$ cat config.mk
export PLATFORM = sky130hd
export DESIGN_NAME = tty_writer
export DESIGN_NICKNAME = d
export VERILOG_FILES = /design/src/rtl/tty_pkg.sv /design/src/rtl/tty_writer.sv
export SDC_FILE = /design/constraint.sdc
export NUM_CORES = 1
export LEC_CHECK = 0
export BUFFER_PORTS_ARGS = -buffer_cell sky130_fd_sc_hd__buf_2
export CORE_UTILIZATION = 53
export CTS_BUF_LIST = sky130_fd_sc_hd__clkbuf_16
export DETAILED_ROUTE_END_ITERATION = 6
export PLACE_DENSITY = 0.81
export SYNTH_ARGS = -nofsm -noshare
export SYNTH_HDL_FRONTEND = slang
export SYNTH_SLANG_ARGS = --single-unit
$ cat constraint.sdc
create_clock -name clk_i -period 2.7 [get_ports clk_i]
set_input_delay 0 -clock clk_i [delete_from_list [all_inputs] [get_ports clk_i]]
set_output_delay 0 -clock clk_i [all_outputs]
set_load 0.005 [all_outputs]
$ cat src/rtl/tty_pkg.sv
`default_nettype none
// ============================================================================
//  Module      : tty_pkg
//  Description : Shared definitions for the glass-TTY text writer.
//                FSM state encoding, control-code values, cursor register
//                indices and the address / byte-enable helper functions.
//  Revision    : 1.0 - initial release
// ============================================================================
package tty_pkg;

  typedef enum logic [2:0] {
    ST_IDLE     = 3'd0,
    ST_PUT      = 3'd1,
    ST_SCR_RD   = 3'd2,
    ST_SCR_WAIT = 3'd3,
    ST_SCR_WR   = 3'd4,
    ST_CLR      = 3'd5,
    ST_CUR_X    = 3'd6,
    ST_CUR_Y    = 3'd7
  } tty_state_e;

  // Control codes acted upon; everything else outside the printable range
  // is swallowed.
  localparam logic [7:0] CH_BS       = 8'h08;
  localparam logic [7:0] CH_LF       = 8'h0A;
  localparam logic [7:0] CH_FF       = 8'h0C;
  localparam logic [7:0] CH_CR       = 8'h0D;
  localparam logic [7:0] CH_PRINT_LO = 8'h20;
  localparam logic [7:0] CH_PRINT_HI = 8'h7E;

  // Display cursor register indices (land in hid_addr[8:3]).
  localparam logic [5:0] CUR_X_REG = 6'd2;
  localparam logic [5:0] CUR_Y_REG = 6'd3;

  // Text RAM rows are always 32 words of 4 cells, independent of COLS.
  localparam logic [10:0] ROW_WORDS = 11'd32;

  // Byte address of 64-bit text RAM word w.
  function automatic logic [18:0] word_addr(input logic [10:0] w);
    return {5'b0, w, 3'b000};
  endfunction

  // Word index holding cell (x,y).
  function automatic logic [10:0] cell_word(input logic [6:0] x, input logic [5:0] y);
    return {y, x[6:2]};
  endfunction

  function automatic logic [18:0] cell_addr(input logic [6:0] x, input logic [5:0] y);
    return word_addr(cell_word(x, y));
  endfunction

  // Register-space address: bit 14 selects registers, index sits in [8:3].
  function automatic logic [18:0] cur_reg_addr(input logic [5:0] idx);
    return {4'b0000, 1'b1, 5'b00000, idx, 3'b000};
  endfunction

  // Two byte lanes per 16-bit cell, selected by the cell's slot in its word.
  function automatic logic [7:0] byte_en(input logic [1:0] slot);
    return 8'b0000_0011 << {slot, 1'b0};
  endfunction

endpackage
`default_nettype wire

$ cat src/rtl/tty_writer.sv
`default_nettype none
// ============================================================================
//  Module      : tty_writer
//  Description : Glass-TTY front end for the text-mode display. Consumes an
//                ASCII byte stream, writes 16-bit cells {0,attr,ascii} into
//                text RAM over the HID port, scrolls by read-copy, clears on
//                form feed and mirrors the cursor into xcursor/ycursor.
//  Ports       : clk_i/rst_ni          clock, async active-low reset
//                char_valid/data/ready byte input handshake, attr_i colour
//                hid_en/we/addr/wrdata display bus initiator outputs
//                one_hot_data_addr     8'h80 during any bus access
//                hid_rddata            display read data (RD_LAT later)
//                busy                  FSM not idle
//  Revision    : 1.0 - initial release
// ============================================================================
module tty_writer #(
  parameter int COLS   = 128,
  parameter int ROWS   = 32,
  parameter int RD_LAT = 1
) (
  input  logic        clk_i,
  input  logic        rst_ni,
  input  logic        char_valid,
  input  logic [7:0]  char_data,
  output logic        char_ready,
  input  logic [6:0]  attr_i,
  output logic        hid_en,
  output logic [7:0]  hid_we,
  output logic [18:0] hid_addr,
  output logic [63:0] hid_wrdata,
  output logic [7:0]  one_hot_data_addr,
  input  logic [63:0] hid_rddata,
  output logic        busy
);

  import tty_pkg::*;

  localparam logic [6:0]  X_MAX         = 7'(COLS - 1);
  localparam logic [5:0]  Y_MAX         = 6'(ROWS - 1);
  localparam logic [10:0] LAST_WORD     = 11'(ROWS * 32 - 1);
  localparam logic [10:0] LAST_ROW_WORD = 11'((ROWS - 1) * 32);
  localparam logic [7:0]  WAIT_LAST     = 8'(RD_LAT - 1);

  tty_state_e  state_q, state_d;
  logic [6:0]  x_q, x_d;
  logic [5:0]  y_q, y_d;
  logic [10:0] word_q, word_d;
  logic [7:0]  wait_q, wait_d;
  logic [7:0]  ascii_q, ascii_d;
  logic [6:0]  attr_q, attr_d;
  logic [63:0] rd_q, rd_d;
  logic        newline;
  logic        printable;

  always_ff @(posedge clk_i or negedge rst_ni) begin
    if (!rst_ni) begin
      state_q <= ST_IDLE;
      x_q     <= '0;
      y_q     <= '0;
      word_q  <= '0;
      wait_q  <= '0;
      ascii_q <= '0;
      attr_q  <= '0;
      rd_q    <= '0;
    end else begin
      state_q <= state_d;
      x_q     <= x_d;
      y_q     <= y_d;
      word_q  <= word_d;
      wait_q  <= wait_d;
      ascii_q <= ascii_d;
      attr_q  <= attr_d;
      rd_q    <= rd_d;
    end
  end

  assign printable = (char_data >= CH_PRINT_LO) && (char_data <= CH_PRINT_HI);

  always_comb begin
    state_d    = state_q;
    x_d        = x_q;
    y_d        = y_q;
    word_d     = word_q;
    wait_d     = wait_q;
    ascii_d    = ascii_q;
    attr_d     = attr_q;
    rd_d       = rd_q;
    newline    = 1'b0;
    char_ready = 1'b0;
    hid_en     = 1'b0;
    hid_we     = 8'h00;
    hid_addr   = '0;
    hid_wrdata = '0;

    case (state_q)
      ST_IDLE: begin
        char_ready = 1'b1;
        if (char_valid) begin
          ascii_d = char_data;
          attr_d  = attr_i;
          if (printable) begin
            state_d = ST_PUT;
          end else if (char_data == CH_LF) begin
            newline = 1'b1;
          end else if (char_data == CH_CR) begin
            x_d     = '0;
            state_d = ST_CUR_X;
          end else if (char_data == CH_BS) begin
            if (x_q != '0) x_d = x_q - 7'd1;
            state_d = ST_CUR_X;
          end else if (char_data == CH_FF) begin
            x_d     = '0;
            y_d     = '0;
            word_d  = '0;
            state_d = ST_CLR;
          end
          // Any other byte is consumed and dropped without bus activity.
        end
      end

      ST_PUT: begin
        hid_en     = 1'b1;
        hid_we     = byte_en(x_q[1:0]);
        hid_addr   = cell_addr(x_q, y_q);
        hid_wrdata = {4{1'b0, attr_q, ascii_q}};
        if (x_q < X_MAX) begin
          x_d     = x_q + 7'd1;
          state_d = ST_CUR_X;
        end else begin
          x_d     = '0;
          newline = 1'b1;
        end
      end

      ST_SCR_RD: begin
        hid_en   = 1'b1;
        hid_addr = word_addr(word_q);
        wait_d   = '0;
        state_d  = ST_SCR_WAIT;
      end

      // Read data is valid RD_LAT cycles after the strobe, i.e. during the
      // last wait cycle; capture it there.
      ST_SCR_WAIT: begin
        if (wait_q == WAIT_LAST) begin
          rd_d    = hid_rddata;
          state_d = ST_SCR_WR;
        end else begin
          wait_d = wait_q + 8'd1;
        end
      end

      ST_SCR_WR: begin
        hid_en     = 1'b1;
        hid_we     = 8'hFF;
        hid_addr   = word_addr(word_q - ROW_WORDS);
        hid_wrdata = rd_q;
        if (word_q == LAST_WORD) begin
          word_d  = LAST_ROW_WORD;
          state_d = ST_CLR;
        end else begin
          word_d  = word_q + 11'd1;
          state_d = ST_SCR_RD;
        end
      end

      // Shared by scroll (bottom row only) and form feed (whole screen);
      // both finish on the last word of the screen.
      ST_CLR: begin
        hid_en   = 1'b1;
        hid_we   = 8'hFF;
        hid_addr = word_addr(word_q);
        if (word_q == LAST_WORD) begin
          state_d = ST_CUR_X;
        end else begin
          word_d = word_q + 11'd1;
        end
      end

      ST_CUR_X: begin
        hid_en     = 1'b1;
        hid_we     = 8'hFF;
        hid_addr   = cur_reg_addr(CUR_X_REG);
        hid_wrdata = {57'b0, x_q};
        state_d    = ST_CUR_Y;
      end

      ST_CUR_Y: begin
        hid_en     = 1'b1;
        hid_we     = 8'hFF;
        hid_addr   = cur_reg_addr(CUR_Y_REG);
        hid_wrdata = {58'b0, y_q};
        state_d    = ST_IDLE;
      end

      default: state_d = ST_IDLE;
    endcase

    // Newline on the bottom row keeps y and scrolls instead.
    if (newline) begin
      if (y_q < Y_MAX) begin
        y_d     = y_q + 6'd1;
        state_d = ST_CUR_X;
      end else begin
        word_d  = ROW_WORDS;
        state_d = ST_SCR_RD;
      end
    end
  end

  assign one_hot_data_addr = hid_en ? 8'h80 : 8'h00;
  assign busy              = (state_q != ST_IDLE);

endmodule
`default_nettype wire

== Yosys cells after proc, flatten, opt, wreduce, memory -nomap -nowiden ==
Cells that the tools add are included.
Storage, ports and cells
  word-level logic and storage cells: 113
  input port bits: 82
  output and inout port bits: 102
  bits in registers: 114
Cells by class
  equality and inequality tests: 24
  shifts and indexed selects: 1
  multiplexer cells: 55
  reduce and logical (&&, ||, !) cells: 15
  magnitude comparators: 4
  $add $sub $neg: 6
Operators with widths (number)
  $pmux 64 s4: 1
  $mux 11: 10
  $pmux 15 s5: 1
  $mux 7: 8
  $mux 6: 9
  $mux 3: 12
  $pmux 11 s3: 1
  $eq 8x4->1 const B: 4
  $pmux 8 s2: 2
  $pmux 3 s8: 1
  $mux 8: 2
  $pmux 7 s2: 1
  $eq 3x3->1 const B: 4
  $ne 3x3->1 const B: 4
  $ne 4x4->1 const B: 3
  $reduce_and 6->1: 2
  $add 11x1->11 const B: 1
  $eq 11x10->1 const B: 1
  $sub 11x6->11 const B: 1
  $add 8x1->8 const B: 1
  $ge 8x6->1 const B: 1
  $le 8x7->1 const B: 1
  $logic_not 8->1: 1
  $ne 2x2->1 const B: 4
  20 further kinds: 29

== Depth between registers and ports, before layout ==
Gate-level depths: netlist of the first run.
  depth in word-level cells: 10
  gate-level depth with buffers: 8
  mapped depth without buffers: 7

== Least setup slack after synthesis of the first run ==
Ideal clock, no wire load.
  path type: register -> register
  from: register word_q[0]
  to: register word_q[5]
  setup time: 0.118 ns
  path slack: 0.779 ns
  period minus slack after synthesis: 1.921 ns
  stages on the path, launching flop included: 7
  data arrival time: 1.803 ns
  buffers on the path: 1
  required time: 2.582 ns
  cell sequence: dfrtp_1 > ha_1 > and4_1 > clkbuf_1 > a31oi_1 > a41oi_1 > a21o_1
Between the ends
  cells in the longest elaborated chain, start to end: 5
  elaborated cells between the ends (all ways): 7
  those cells by class: 1 x add/sub; 1 x eq/ne; 5 x mux
RTL lines
  start: declaration: RTL line tty_writer.sv:47  | logic [10:0] word_q, word_d;
  start signal: assignment: RTL line tty_writer.sv:69  | word_q <= word_d;
  $add 11x1->11 or $eq 11x10->1 (tied branches)
  $mux 11, on equally long branches: RTL line tty_writer.sv:173, tty_writer.sv:158
  $pmux 11 s3 (*): RTL line tty_writer.sv:95  | case (state_q)
  $mux 11: RTL line tty_writer.sv:201  | if (y_q < Y_MAX) begin
  $mux 11 (*): RTL line tty_writer.sv:200  | if (newline) begin
  net word_d[5]: RTL line tty_writer.sv:47
The timed path passes the listed nets; every way through them passes the cells marked *.
A chain may end at the register's enable or synchronous reset.

== Final worst setup path of the first run ==
  from: register state_q[0]
  to: register y_q[0]
Between the ends
  cells in the longest elaborated chain, start to end: 4
  elaborated cells between the ends (all ways): 6
  those cells by class: 1 x eq/ne; 4 x mux; 1 x reduce/logical
RTL lines
  start: declaration: RTL line tty_writer.sv:44  | tty_state_e state_q, state_d;
  start signal: assignment: RTL line tty_writer.sv:66  | state_q <= state_d;
  $logic_not 3->1: RTL line tty_writer.sv:95
  $mux 6: RTL line tty_writer.sv:95
  $mux 6: RTL line tty_writer.sv:201
  $mux 6 (*): RTL line tty_writer.sv:200
  net y_d[0]: RTL line tty_writer.sv:46  | logic [5:0] y_q, y_d;
  end signal: assignment: RTL line tty_writer.sv:68  | y_q <= y_d;
  end: declaration: RTL line tty_writer.sv:46
Marked as above.

==> metrics.md, run 1 <==
| Metric | Value |
|---|---|
| Post-synth ARST share | `100%` |
| Fin nets | `between 900 and 1000` |
| CTS tree | `yes` |
| Routed wl met2 | `approximately 11000 um` |
| DR pass1 iterations | `6` |
| TritonCTS buffer count | `17` |
| Top layer in use | `met4` |
| Final WS setup | `around 160 ps` |
| DR vias | `6707` |
| Register area share after synthesis | `a little over two fifths` |
| # rows | `40` |
| Worst setup EP type | `flip-flop` |
| VDD IR max | `0.777 mV` |
| H-tree Lvls | `4` |
| Worst slew pin tran | `around 630 ps` |
| Setup_tns | `0 ps` |
| Final instance area | `between 8000 and 9000 um^2` |
| Setup violators final | `0` |
| Synth Flop Type | `dfrtp_1` |
| Vias per cell | `6.49` |
| Critical Path Source Type | `flip-flop` |
| Clock slew at reported path FFs | `about 60 ps` |
| Seq. cell area | `around 2900 um^2` |
| Setup Crit Path Kind | `reg2reg` |
| Fmax | `0.394 GHz` |
| Max Cap Viol | `0` |
| Post-DP HPWL | `13300 um` |
| Slowest cell on the critical path | `dfrtp_1` |
| Synthesis-to-layout area growth | `36.1%` |
| Ys Warns | `0` |
| Status | `complete, no violations` |
| Yosys reg bits | `roughly 110` |
| Vias in the first global route | `~6700` |
| GR Overflow Total | `0` |
| Lkg Pwr | `around 4.3 nW` |
| Clock Latency Late Sink | `420 ps` |
| Critical path required time | `about 3000 ps` |
| DRT antenna net count | `0` |
| CP Data Arrival Time | `between 2000 and 3000 ps` |
| RSZ-0062 raised after global routing | `no` |
| Die height | `113 um` |
| Syn avg cell area | `between 10 and 15 um^2` |
| Fraction of layout cells with a size suffix above 1 | `approximately a third` |
| Tcrit/Tclk final | `between 90% and 100%` |
| Setup Skew | `around 13 ps` |
| Global-route usage over all layers | `between 30 and 40%` |
| Initial antenna violation count | `0` |
| Total Power | `approximately 10 mW` |
| Clock sink count | `roughly 110` |
| Initial Util | `between 50% and 60%` |
| Routed len/inst | `23.2 um` |
| RD Place Congestion | `around 0.94` |
| Critical Path Fanout Max | `18` |
| Post-synth EDFFs | `0` |
| Fillers | `approximately 700` |
| Routed wl met3 | `2620 um` |
| Die area | `about 13000 um^2` |
| Longest Clk Path Bufs | `2` |
| Worst path most repeated cell | `o21ai_1` |
| Iteration-0 DRC count of the detailed router | `between 800 and 900` |
| Core area | `12000 um^2` |
| Post-route DRC | `0` |
| First-pass GRT wire length | `37200 um` |
| Largest net degree at the start of global routing | `between 50 and 60` |
| Root buffer cell | `clkbuf_16` |
| PD cells | `between 1000 and 1500 nW/um^2` |
| Post-synth cell types | `62` |
| Hold crit path type | `in2reg` |
| Port Buf Inserts | `~170` |
| Post-Syn Instances | `629` |
| Final period demand of the worst path | `around 2500 ps` |
| Max Slew Vio Count | `0` |
| Synth Cell Area | `between 6000 and 7000 um^2` |
| Placed Instance Area | `approximately 7500 um^2` |
| Fin. Hold Viols | `0` |
| I/O Pins | `approximately 180` |
| Total wire length | `around 24000 um` |
| WL met1 | `roughly 8600 um` |
| CP peak stage delay | `about 700 ps` |
| Crit-path cells | `or3b_1 > nor3_1 > o21ai_1 > nand3_1 > o21ai_1` |
| Multi-input gate area | `~3400 um^2` |
| Pre-CTS WS | `436 ps` |
| Diodes inserted | `0` |
| Commonest non-fill, non-tap cell in the layout | `buf_2` |
| Relative slew slack | `between 50% and 60%` |
| Die width | `roughly 110 um` |
| Commonest cells after routing, fill and taps aside | `168 x buf_2, 113 x dfrtp_1, 80 x dlygate4sd3_1, 70 x mux2_2, 50 x a22o_1` |
-- where the power goes --
part	leakage, nW	internal [mW]	switching, mW
Clock	0.290	1.46	0.921
Sequential	1.38	2.41	0.809
Combinational	2.58	1.99	2.17
-- path summary, 6_finish.rpt --
check	from	end	slack (ps)	cells after the start
min	char_valid	state_q[1]$_DFFE_PN0P_	90	4
max reg2reg	state_q[0]$_DFFE_PN0P_	y_q[0]$_DFF_PN0_	160	5
min in group asynchronous	rst_ni	ascii_q[4]$_DFFE_PN0P_	140	2
max	state_q[0]$_DFFE_PN0P_	y_q[0]$_DFF_PN0_	160	5
max in group asynchronous	rst_ni	rd_q[58]$_DFFE_PN0P_	1770	3
min reg2reg	rd_q[22]$_DFFE_PN0P_	rd_q[22]$_DFFE_PN0P_	510	1
-- metal layers --
metal / vias up / global-route usage (%)
met2: 539 / 61.5
met1: 3237 / 45.7
met5: - / 0
met3: 132 / 11.0
met4: 0 / 24.3
li1: 2799 / -
-- critical path: cells and delay by family (launching register included) --
kind	cells	cell delay, ps
AOI/OAI and AO/OA	2	450
DFF	1	700
and+or+nand+nor	3	1250
-- cells in the mapped netlist, types with 2 or more instances --
cell type | count | area, um^2
a211oi_1 | 2 | 15.0
a21o_1 | 5 | 37.5
a21oi_1 | 23 | 115
a22o_1 | 50 | 438
a22oi_1 | 15 | 113
a31oi_1 | 6 | 37.5
a41oi_1 | 4 | 35.0
and2_1 | 3 | 18.8
and3_1 | 7 | 43.8
and4_1 | 4 | 35.0
buf_1 | 2 | 7.51
buf_2 | 18 | 90.1
buf_4 | 19 | 143
buf_6 | 2 | 22.5
clkbuf_1 | 19 | 71.3
dfrtp_1 | 114 | 2850
ha_1 | 12 | 150
inv_1 | 14 | 52.6
mux2_1 | 11 | 124
mux2_2 | 70 | 788
mux2i_1 | 12 | 120
nand2_1 | 36 | 135
nand2b_1 | 6 | 37.5
nand3_1 | 16 | 80.1
nand3b_1 | 4 | 30.0
nand4_1 | 8 | 50.1
nor2_1 | 34 | 128
nor2b_1 | 6 | 37.5
nor3_1 | 13 | 65.1
nor4_1 | 2 | 12.5
nor4_4 | 2 | 42.5
o211a_1 | 2 | 20.0
o211ai_1 | 4 | 30.0
o21a_1 | 2 | 15.0
o21ai_0 | 26 | 130
o21ai_1 | 6 | 30.0
o22ai_1 | 11 | 68.8
o31ai_1 | 3 | 22.5
or2_2 | 2 | 12.5
or3_1 | 6 | 37.5
xnor2_1 | 4 | 35.0
xor2_1 | 4 | 35.0
-- logic make-up (layout without fill, tap and decap cells) --
| group | Yosys count | count (layout) | share of synthesized area, % |
|---|---|---|---|
| buffers and inverters | 75 | 318 | 5.96 |
| other | 1 | 14 | 0.0573 |
| flip-flops | 114 | 114 | 43.6 |
| adder cells (fa/ha/maj) | 12 | 12 | 2.29 |
| AND/OR/NAND/NOR | 157 | 158 | 12.8 |
| multiplexers | 93 | 93 | 15.8 |
| AO/OA/AOI/OAI | 169 | 169 | 18.5 |
| XOR/XNOR | 8 | 8 | 1.07 |
-- layout make-up --
| type | instances | share of cell area, % |
|---|---|---|
| Multi-Input combinational cell | 454 | 37.8 |
| Sequential cell | 114 | 32.0 |
| Timing Repair Buffer | 271 | 20.6 |
| Clock buffer | 17 | 4.77 |
| Tap cell | 147 | 2.06 |
| Clock inverter | 15 | 2.01 |
| Inverter | 15 | 0.632 |
-- registers in the layout, indices dropped and copies added (netlist names) --
name	count
ascii_q	8
rd_q	64
x_q	7
wait_q	8
y_q	6
attr_q	7
word_q	11
state_q	3
-- stage by stage --
| step | utilization (%) | std cells | hold slack, ps |
|---|---|---|---|
| finish | 74.2 | 1033 | 89.9 |
| global route | 74.2 | 1033 | 86.1 |
| CTS | 74.1 | 1031 | 54.5 |
| detailed placement | 62.4 | 919 | 47.0 |
| global placement | 62.4 | 919 | 36.7 |
| floorplan | - | 642 | -296 |
-- what timing repair did --
item | 4_1_cts | 5_1_grt
hold buffers | 80 | 0
gates resized for setup | 0 | 1
buffers inserted | 0 | 1
setup endpoints to repair | 0 | 31
endpoints found under the hold margin | 119 | 0
Power figures use the tool's default switching activity.
==> inputs of run 2 (changes only) <==
Settings changed: CORE_ASPECT_RATIO set to 0.8, CTS_CLUSTER_DIAMETER set to 200.
==> metrics.md, run 2 (synthesized netlist as in run 1, its figures left out) <==
| Metric | Value |
|---|---|
| Setup Crit Path Kind | `reg2out (was reg2reg)` |
| # rows | `35 (was 40)` |
| CTS tree | `yes (unchanged)` |
| Commonest cells after routing, fill and taps aside | `168 x buf_2, 114 x dfrtp_1, 80 x dlygate4sd3_1, 70 x mux2_2, 50 x a22o_1 (was 168 x buf_2, 113 x dfrtp_1, 80 x dlygate4sd3_1, 70 x mux2_2, 50 x a22o_1)` |
| PD cells | `1050 nW/um^2 (was 1100 nW/um^2)` |
| RSZ-0062 raised after global routing | `no (unchanged)` |
| Non-Filler Instances | `1031 (was 1033)` |
| Clock sink count | `114 (unchanged)` |
| H-tree Lvls | `4 (unchanged)` |
| Hold crit path type | `in2async (was in2reg)` |
| Max Slew Vio Count | `0 (unchanged)` |
| Initial Util | `55.6% (was 54.5%)` |
| TritonCTS buffer count | `17 (unchanged)` |
| Met3 Use GR | `8.19% (was 11.0%)` |
| Setup bufs post-CTS | `0 (unchanged)` |
| Clock slew at reported path FFs | `70 ps (was 60 ps)` |
| Tcrit/Tclk final | `94.7% (was 94.1%)` |
| DRT antenna net count | `0 (unchanged)` |
| RD Place Congestion | `0.913 (was 0.940)` |
| Critical Path Fanout Max | `18 (unchanged)` |
| Grt met2 use | `58.3% (was 61.5%)` |
| Worst slew pin tran | `681 ps (was 635 ps)` |
| Met1 usage | `41.9% (was 45.7%)` |
| Power Internal | `5.57 mW (was 5.85 mW)` |
| Fraction of layout cells with a size suffix above 1 | `34.6% (was 34.8%)` |
| Fin. Hold Viols | `0 (unchanged)` |
| First-pass GRT wire length | `34200 um (was 37200 um)` |
| CP Data Arrival Time | `2560 ps (was 2820 ps)` |
| Total Power | `9.26 mW (was 9.76 mW)` |
| Reg-to-reg endpoint | `y_q[0]$_DFF_PN0_ (unchanged)` |
| Post-route DRC | `1 (was 0)` |
| I/O Pins | `184 (unchanged)` |
| Commonest non-fill, non-tap cell in the layout | `buf_2 (unchanged)` |
| DR pass1 iterations | `7 (was 6)` |
| Dpl cells | `918 (was 919)` |
| Largest regs | `rd_q: 64 flops, word_q: 11 flops (unchanged)` |
| Largest register by flop count | `rd_q (unchanged)` |
| Root buffer cell | `clkbuf_16 (unchanged)` |
| Total wire length | `21900 um (was 24000 um)` |
| Setup violators final | `0 (unchanged)` |
| Proportion of power drawn by combinational gates | `43.4% (was 42.7%)` |
| Sw Pwr | `3.68 mW (was 3.90 mW)` |
| Setup_tns | `0 ps (unchanged)` |
| DR vias | `6476 (was 6707)` |
| VDD IR max | `0.657 mV (was 0.777 mV)` |
| Final period demand of the worst path | `2560 ps (was 2540 ps)` |
| Critical Path Source Type | `flip-flop (unchanged)` |
| GR Overflow Total | `0 (unchanged)` |
| Vias in the first global route | `6365 (was 6663)` |
| Setup Skew | `13.9 ps (was 12.8 ps)` |
| Relative slew slack | `54.4% (was 57.6%)` |
| Status | `finished with violations (was complete, no violations)` |
| Longest Clk Path Bufs | `2 (unchanged)` |
| Initial antenna violation count | `0 (unchanged)` |
| Worst setup EP type | `output port (was flip-flop)` |
| Vias per cell | `6.28 (was 6.49)` |
| Max Cap Viol | `0 (unchanged)` |
| Routed len/inst | `21.2 um (was 23.2 um)` |
| Lkg Pwr | `4.22 nW (was 4.25 nW)` |
| Port Buf Inserts | `169 (unchanged)` |
| Number of flip-flops in the largest register | `64 (unchanged)` |
| Fin nets | `963 (was 967)` |
| R2r worst-path depth | `5 (unchanged)` |
| Sw Ratio | `39.8% (was 40.0%)` |
| Clock Latency Late Sink | `420 ps (about the same)` |
| Die width | `126 um (was 113 um)` |
| Largest net degree at the start of global routing | `68 (was 57)` |
| GRT Max-Usage Layer | `met2 (unchanged)` |
| Synthesis-to-layout area growth | `35.1% (was 36.1%)` |
| Iteration-0 DRC count of the detailed router | `831 (was 829)` |
| R2R setup slack | `370 ps (was 160 ps)` |
| Critical path required time | `2700 ps (was 2980 ps)` |
| Fmax | `0.391 GHz (was 0.394 GHz)` |
| Die area | `12800 um^2 (about the same)` |
| Clock power frac | `22.5% (was 24.4%)` |
| Reg2Reg Launch Point | `state_q[1]$_DFFE_PN0P_ (was state_q[0]$_DFFE_PN0P_)` |
| Post-DP HPWL | `13400 um (was 13300 um)` |
| Failing checks | `DRC` |
| Core area | `11800 um^2 (was 12000 um^2)` |
| Sequential group share of total power | `34.1% (was 32.9%)` |
| Global-route usage over all layers | `35.4% (was 38.4%)` |
| Die height | `101 um (was 113 um)` |
[run 2: cell types whose count changed in the layout (fill, tap and decap cells not counted), sizes merged]
cell and delta:
clkinv +4, nor2 -1, buf -3, diode +1, bufinv -3, inv -1
[run 2: area by class of cell]
class | instances | area (um^2)
multi-input cells | 453 | 3370
fillers | 727 | 2930
flip-flops and latches | 114 | 2850
repair buffers | 268 | 1840
clock buffers | 17 | 425
well taps | 148 | 185
clock inverters | 15 | 110
inverters | 15 | 56.3
diodes | 1 | 2.50
[run 2: worst max path at each step]
stage | endpoint | start
6_report | hid_addr[9] | state_q[0]$_DFFE_PN0P_
5_1_grt | hid_addr[9] | state_q[0]$_DFFE_PN0P_
4_1_cts | hid_addr[9] | state_q[0]$_DFFE_PN0P_
3_5_place_dp | y_q[0]$_DFF_PN0_ | state_q[1]$_DFFE_PN0P_
3_3_place_gp | y_q[3]$_DFF_PN0_ | state_q[1]$_DFFE_PN0P_
2_1_floorplan | word_q[5]$_DFF_PN0_ | word_q[0]$_DFF_PN0_
[run 2: critical path, stage by stage, from the launching register on]
cell      delay (ps)
dfrtp_1          570
buf_4            280
clkinv_1          80
buf_4            220
nor2_1           350
a21oi_1          110
o21ai_0          340
buf_2            190
[run 2: repair_timing]
| action | in CTS | in global routing |
|---|---|---|
| hold endpoints to repair | 126 | 0 |
| resized for setup | 0 | 1 |
| endpoints found under the setup margin | 0 | 1 |
| hold buffers | 80 | 0 |
[run 2: routing by layer]
metal,wire (um),share of wire [%]
met1,8150,37
met2,10600,48
met3,1970,9.0
met4,1230,5.6
met5,0,0
[run 2: power by group through the flow]
stage | Sequential (mW) | Clock, mW | Combinational, mW
after detailed placement | 3.08 | 0 | 3.75
after global placement | 3.00 | 0 | 3.62
after floorplan | 2.76 | 0 | 2.62
final | 3.16 | 2.08 | 4.02
after global routing | 3.22 | 2.15 | 4.32
after CTS | 3.05 | 2.04 | 3.88
[run 2: stage by stage]
stage / utilization, % / hold WS [ps] / cell area, um^2 / setup slack [ps]
5_1_grt: 75.1 / 187 / 8840 / 102
6_report: 75.1 / 139 / 8850 / 144
2_1_floorplan: - / -296 / 6600 / 779
3_5_place_dp: 63.7 / 48.3 / 7500 / 447
3_3_place_gp: 63.7 / 41.9 / 7500 / 546
4_1_cts: 75.0 / 153 / 8840 / 226
==> inputs of run 3 (changes only) <==
Settings changed: ABC_AREA set to 1.
==> metrics.md, run 3 <==
| Metric | Value |
|---|---|
| RSZ-0062 raised after global routing | `no (unchanged)` |
| Vias in the first global route | `6797 (was 6365)` |
| CP Data Arrival Time | `2410 ps (was 2560 ps)` |
| Multi-input gate area | `3080 um^2 (was 3370 um^2)` |
| Worst setup EP type | `output port (unchanged)` |
| Top cell type by total area after synthesis | `dfrtp_1 (unchanged)` |
| Die height | `102 um (was 101 um)` |
| Most frequent cell after synthesis | `nand2_1 (was dfrtp_1)` |
| Longest Clk Path Bufs | `2 (unchanged)` |
| Syn avg cell area | `7.10 um^2 (was 10.4 um^2)` |
| Post-route DRC | `1 (unchanged)` |
| Dpl cells | `1246 (was 918)` |
| Sw Ratio | `41.1% (was 39.8%)` |
| DRT antenna net count | `0 (unchanged)` |
| DR vias | `7253 (was 6476)` |
| Clock sink count | `114 (unchanged)` |
| Clock Latency Late Sink | `420 ps (about the same)` |
| Critical path origin | `state_q[1]$_DFFE_PN0P_ (was state_q[0]$_DFFE_PN0P_)` |
| Synth area leaders | `dfrtp_1 43%, nand2_1 19%, inv_1 7.0% (was dfrtp_1 44%, mux2_2 12%, a22o_1 6.7%)` |
| Max Slew Vio Count | `0 (unchanged)` |
| H-tree Lvls | `4 (unchanged)` |
| Initial antenna violation count | `0 (unchanged)` |
| CTS tree | `yes (unchanged)` |
| Post-Syn Instances | `940 (was 629)` |
| Largest regs | `rd_q: 64 flops, word_q: 11 flops (unchanged)` |
| DR pass1 iterations | `7 (unchanged)` |
| Number of flip-flops in the largest register | `64 (unchanged)` |
| Seq. cell area | `2850 um^2 (unchanged)` |
| Hold crit path type | `in2reg (was in2async)` |
| Post-Synth Simple-Gate Area | `29.4% (was 12.8%)` |
| Critical Path Fanout Max | `16 (was 18)` |
| Final instance area | `8940 um^2 (was 8850 um^2)` |
| Relative slew slack | `55.9% (was 54.4%)` |
| Proportion of power drawn by combinational gates | `41.7% (was 43.4%)` |
| Fmax | `0.415 GHz (was 0.391 GHz)` |
| Sw Pwr | `3.62 mW (was 3.68 mW)` |
| Worst slew pin tran | `661 ps (was 681 ps)` |
| Post-synth EDFFs | `0 (unchanged)` |
| Global-route usage over all layers | `34.1% (was 35.4%)` |
| Power Internal | `5.19 mW (was 5.57 mW)` |
| Core area | `12200 um^2 (was 11800 um^2)` |
| Setup Crit Path Kind | `reg2out (unchanged)` |
| Ys Warns | `0 (unchanged)` |
| Max Cap Viol | `0 (unchanged)` |
| Mux cell area share after synthesis | `0% (was 15.8%)` |
| Clock slew at reported path FFs | `50 ps (was 70 ps)` |
| Most frequent cells after synthesis | `333 x nand2_1, 125 x inv_1, 114 x dfrtp_1, 86 x o21ai_0, 57 x nor2_1 (was 114 x dfrtp_1, 70 x mux2_2, 50 x a22o_1, 36 x nand2_1, 34 x nor2_1)` |
| Failing checks | `DRC (unchanged)` |
| Post-Synth Adder-Cell Area | `2.25% (was 2.29%)` |
| Synth Flop Type | `dfrtp_1 (unchanged)` |
| Synth top area share | `42.8% (was 43.6%)` |
| First-pass GRT wire length | `33800 um (was 34200 um)` |
| Register area share after synthesis | `42.8% (was 43.6%)` |
| Setup_tns | `0 ps (unchanged)` |
| Largest register by flop count | `rd_q (unchanged)` |
| Synthesis-to-layout area growth | `34.1% (was 35.1%)` |
| Die width | `127 um (was 126 um)` |
| Fin nets | `1268 (was 963)` |
| RD Place Congestion | `0.922 (was 0.913)` |
| Non-Filler Instances | `1358 (was 1031)` |
| Placed Instance Area | `7550 um^2 (was 7500 um^2)` |
| Reg2Reg Launch Point | `state_q[0]$_DFFE_PN0P_ (was state_q[1]$_DFFE_PN0P_)` |
| VDD IR max | `0.709 mV (was 0.657 mV)` |
| Critical Path Source Type | `flip-flop (unchanged)` |
| Synth Area in XOR/XNOR | `1.44% (was 1.07%)` |
| TritonCTS buffer count | `17 (unchanged)` |
| Root buffer cell | `clkbuf_16 (unchanged)` |
| Post-synth cell types | `35 (was 62)` |
| Final period demand of the worst path | `2410 ps (was 2560 ps)` |
| Clock power frac | `25.9% (was 22.5%)` |
| GR Overflow Total | `0 (unchanged)` |
| Iteration-0 DRC count of the detailed router | `694 (was 831)` |
| Synth Cell Area | `6670 um^2 (was 6550 um^2)` |
| Routed len/inst | `15.9 um (was 21.2 um)` |
| Lkg Pwr | `5.10 nW (was 4.22 nW)` |
| Yosys reg bits | `114 (unchanged)` |
| Largest net degree at the start of global routing | `129 (was 68)` |
| Post-synth ARST share | `100% (unchanged)` |
| Fillers | `834 (was 727)` |
| Worst hold start | `char_valid` |
| Die area | `13000 um^2 (was 12800 um^2)` |
| Fraction of layout cells with a size suffix above 1 | `19.5% (was 34.6%)` |
| Sequential group share of total power | `32.4% (was 34.1%)` |
| Setup bufs post-CTS | `0 (unchanged)` |
| Setup violators final | `0 (unchanged)` |
| Critical path required time | `2700 ps (about the same)` |
| Compound-cell area share of the yosys netlist | `12.2% (was 18.5%)` |
| Post-DP HPWL | `13100 um (was 13400 um)` |
| Tcrit/Tclk final | `89.2% (was 94.7%)` |
| Status | `finished with violations (unchanged)` |
| Fin. Hold Viols | `0 (unchanged)` |
| Initial Util | `54.7% (was 55.6%)` |
| # rows | `36 (was 35)` |
| Commonest cells after routing, fill and taps aside | `333 x nand2_1, 168 x buf_2, 126 x inv_1, 114 x dfrtp_1, 86 x o21ai_0 (was 168 x buf_2, 114 x dfrtp_1, 80 x dlygate4sd3_1, 70 x mux2_2, 50 x a22o_1)` |
| Diodes inserted | `0 (was 1)` |
| PD cells | `985 nW/um^2 (was 1050 nW/um^2)` |
| I/O Pins | `184 (unchanged)` |
| Commonest non-fill, non-tap cell in the layout | `nand2_1 (was buf_2)` |
| Total wire length | `21700 um (was 21900 um)` |
| Vias per cell | `5.34 (was 6.28)` |
| Largest family of logic cells by synthesized area | `simple AND/OR/NAND/NOR gates (was compound AO/OA/AOI/OAI gates)` |
| Port Buf Inserts | `169 (unchanged)` |
| Setup Skew | `13.1 ps (was 13.9 ps)` |
[run 3: cell types whose count changed in the layout (fill, tap and decap cells not counted), sizes merged, moves of 7 or more]
cell	before	now
inv	18	135
and3	7	0
nor3	13	5
a22oi	15	7
o21ai	32	98
buf	188	175
nand3	16	49
a22o	50	0
nand2	36	342
mux2i	12	0
nor2	36	64
mux2	81	0
[run 3: worst paths after layout]
| check | cells past startpoint | slack [ps] | to |
|---|---|---|---|
| worst max-delay path | 7 | 290 | hid_addr[13] |
| worst min register to register | 2 | 470 | ascii_q[4]$_DFFE_PN0P_ |
| worst min-delay path | 4 | 30 | y_q[1]$_DFF_PN0_ |
| worst max register to register | 9 | 690 | word_q[6]$_DFF_PN0_ |
| min in group asynchronous | 2 | 150 | word_q[0]$_DFF_PN0_ |
| max in group asynchronous | 3 | 1760 | ascii_q[5]$_DFFE_PN0P_ |
[run 3: power by group through the flow]
stage               logic [mW]  clock network, mW  registers, mW
floorplan                 2.27                  0           2.69
global placement          3.35                  0           2.79
detailed placement        3.40                  0           2.81
CTS                       3.54               2.27           2.80
global route              4.12               2.37           2.93
finish                    3.68               2.28           2.86
[run 3: final cells by class]
type,instances,area share [%]
Multi-Input combinational cell,655,34.4
Sequential cell,114,31.9
Timing Repair Buffer,255,19.2
Inverter,131,5.50
Clock buffer,17,4.76
Tap cell,171,2.39
Clock inverter,15,1.85
[run 3: kinds of logic (layout without fill, tap and decap cells)]
kind of cell	after synthesis	count (layout)
and+or+nand+nor	473	473
other	1	14
AOI/OAI and AO/OA	145	145
buffers and inverters	184	418
xor gates and xnor gates	11	11
DFF	114	114
adders and majority gates	12	12
[run 3: repair_timing]
action	in CTS	in global routing
hold buffers	80	0
endpoints found under the hold margin	127	0
resized for setup	0	0
[run 3: per-stage QoR]
stage	worst slack [ps]	hold WS [ps]	power, mW	utilization [%]
after floorplan	1040	-296	4.96	-
after global placement	833	72.2	6.14	61.9
after detailed placement	774	73.5	6.21	61.9
after CTS	316	5.41	8.61	73.3
after global routing	167	62.0	9.42	73.3
final	292	26.9	8.81	73.3
[run 3: per-layer routing]
| layer | wire (um) | up-vias | track usage [%] |
|---|---|---|---|
| met5 | 0 | - | 0 |
| met3 | 2000 | 92 | 8.48 |
| li1 | - | 3393 | - |
| met2 | 10200 | 464 | 56.2 |
| met4 | 1010 | 0 | 18.1 |
| met1 | 8460 | 3304 | 41.9 |
[run 3: critical path: stages, from the launching register on]
cell     delay (ps)
dfrtp_1         470
nor2_4          200
nand2_2         210
inv_1           440
buf_4           260
a22oi_1          90
o21ai_0         150
buf_2           180
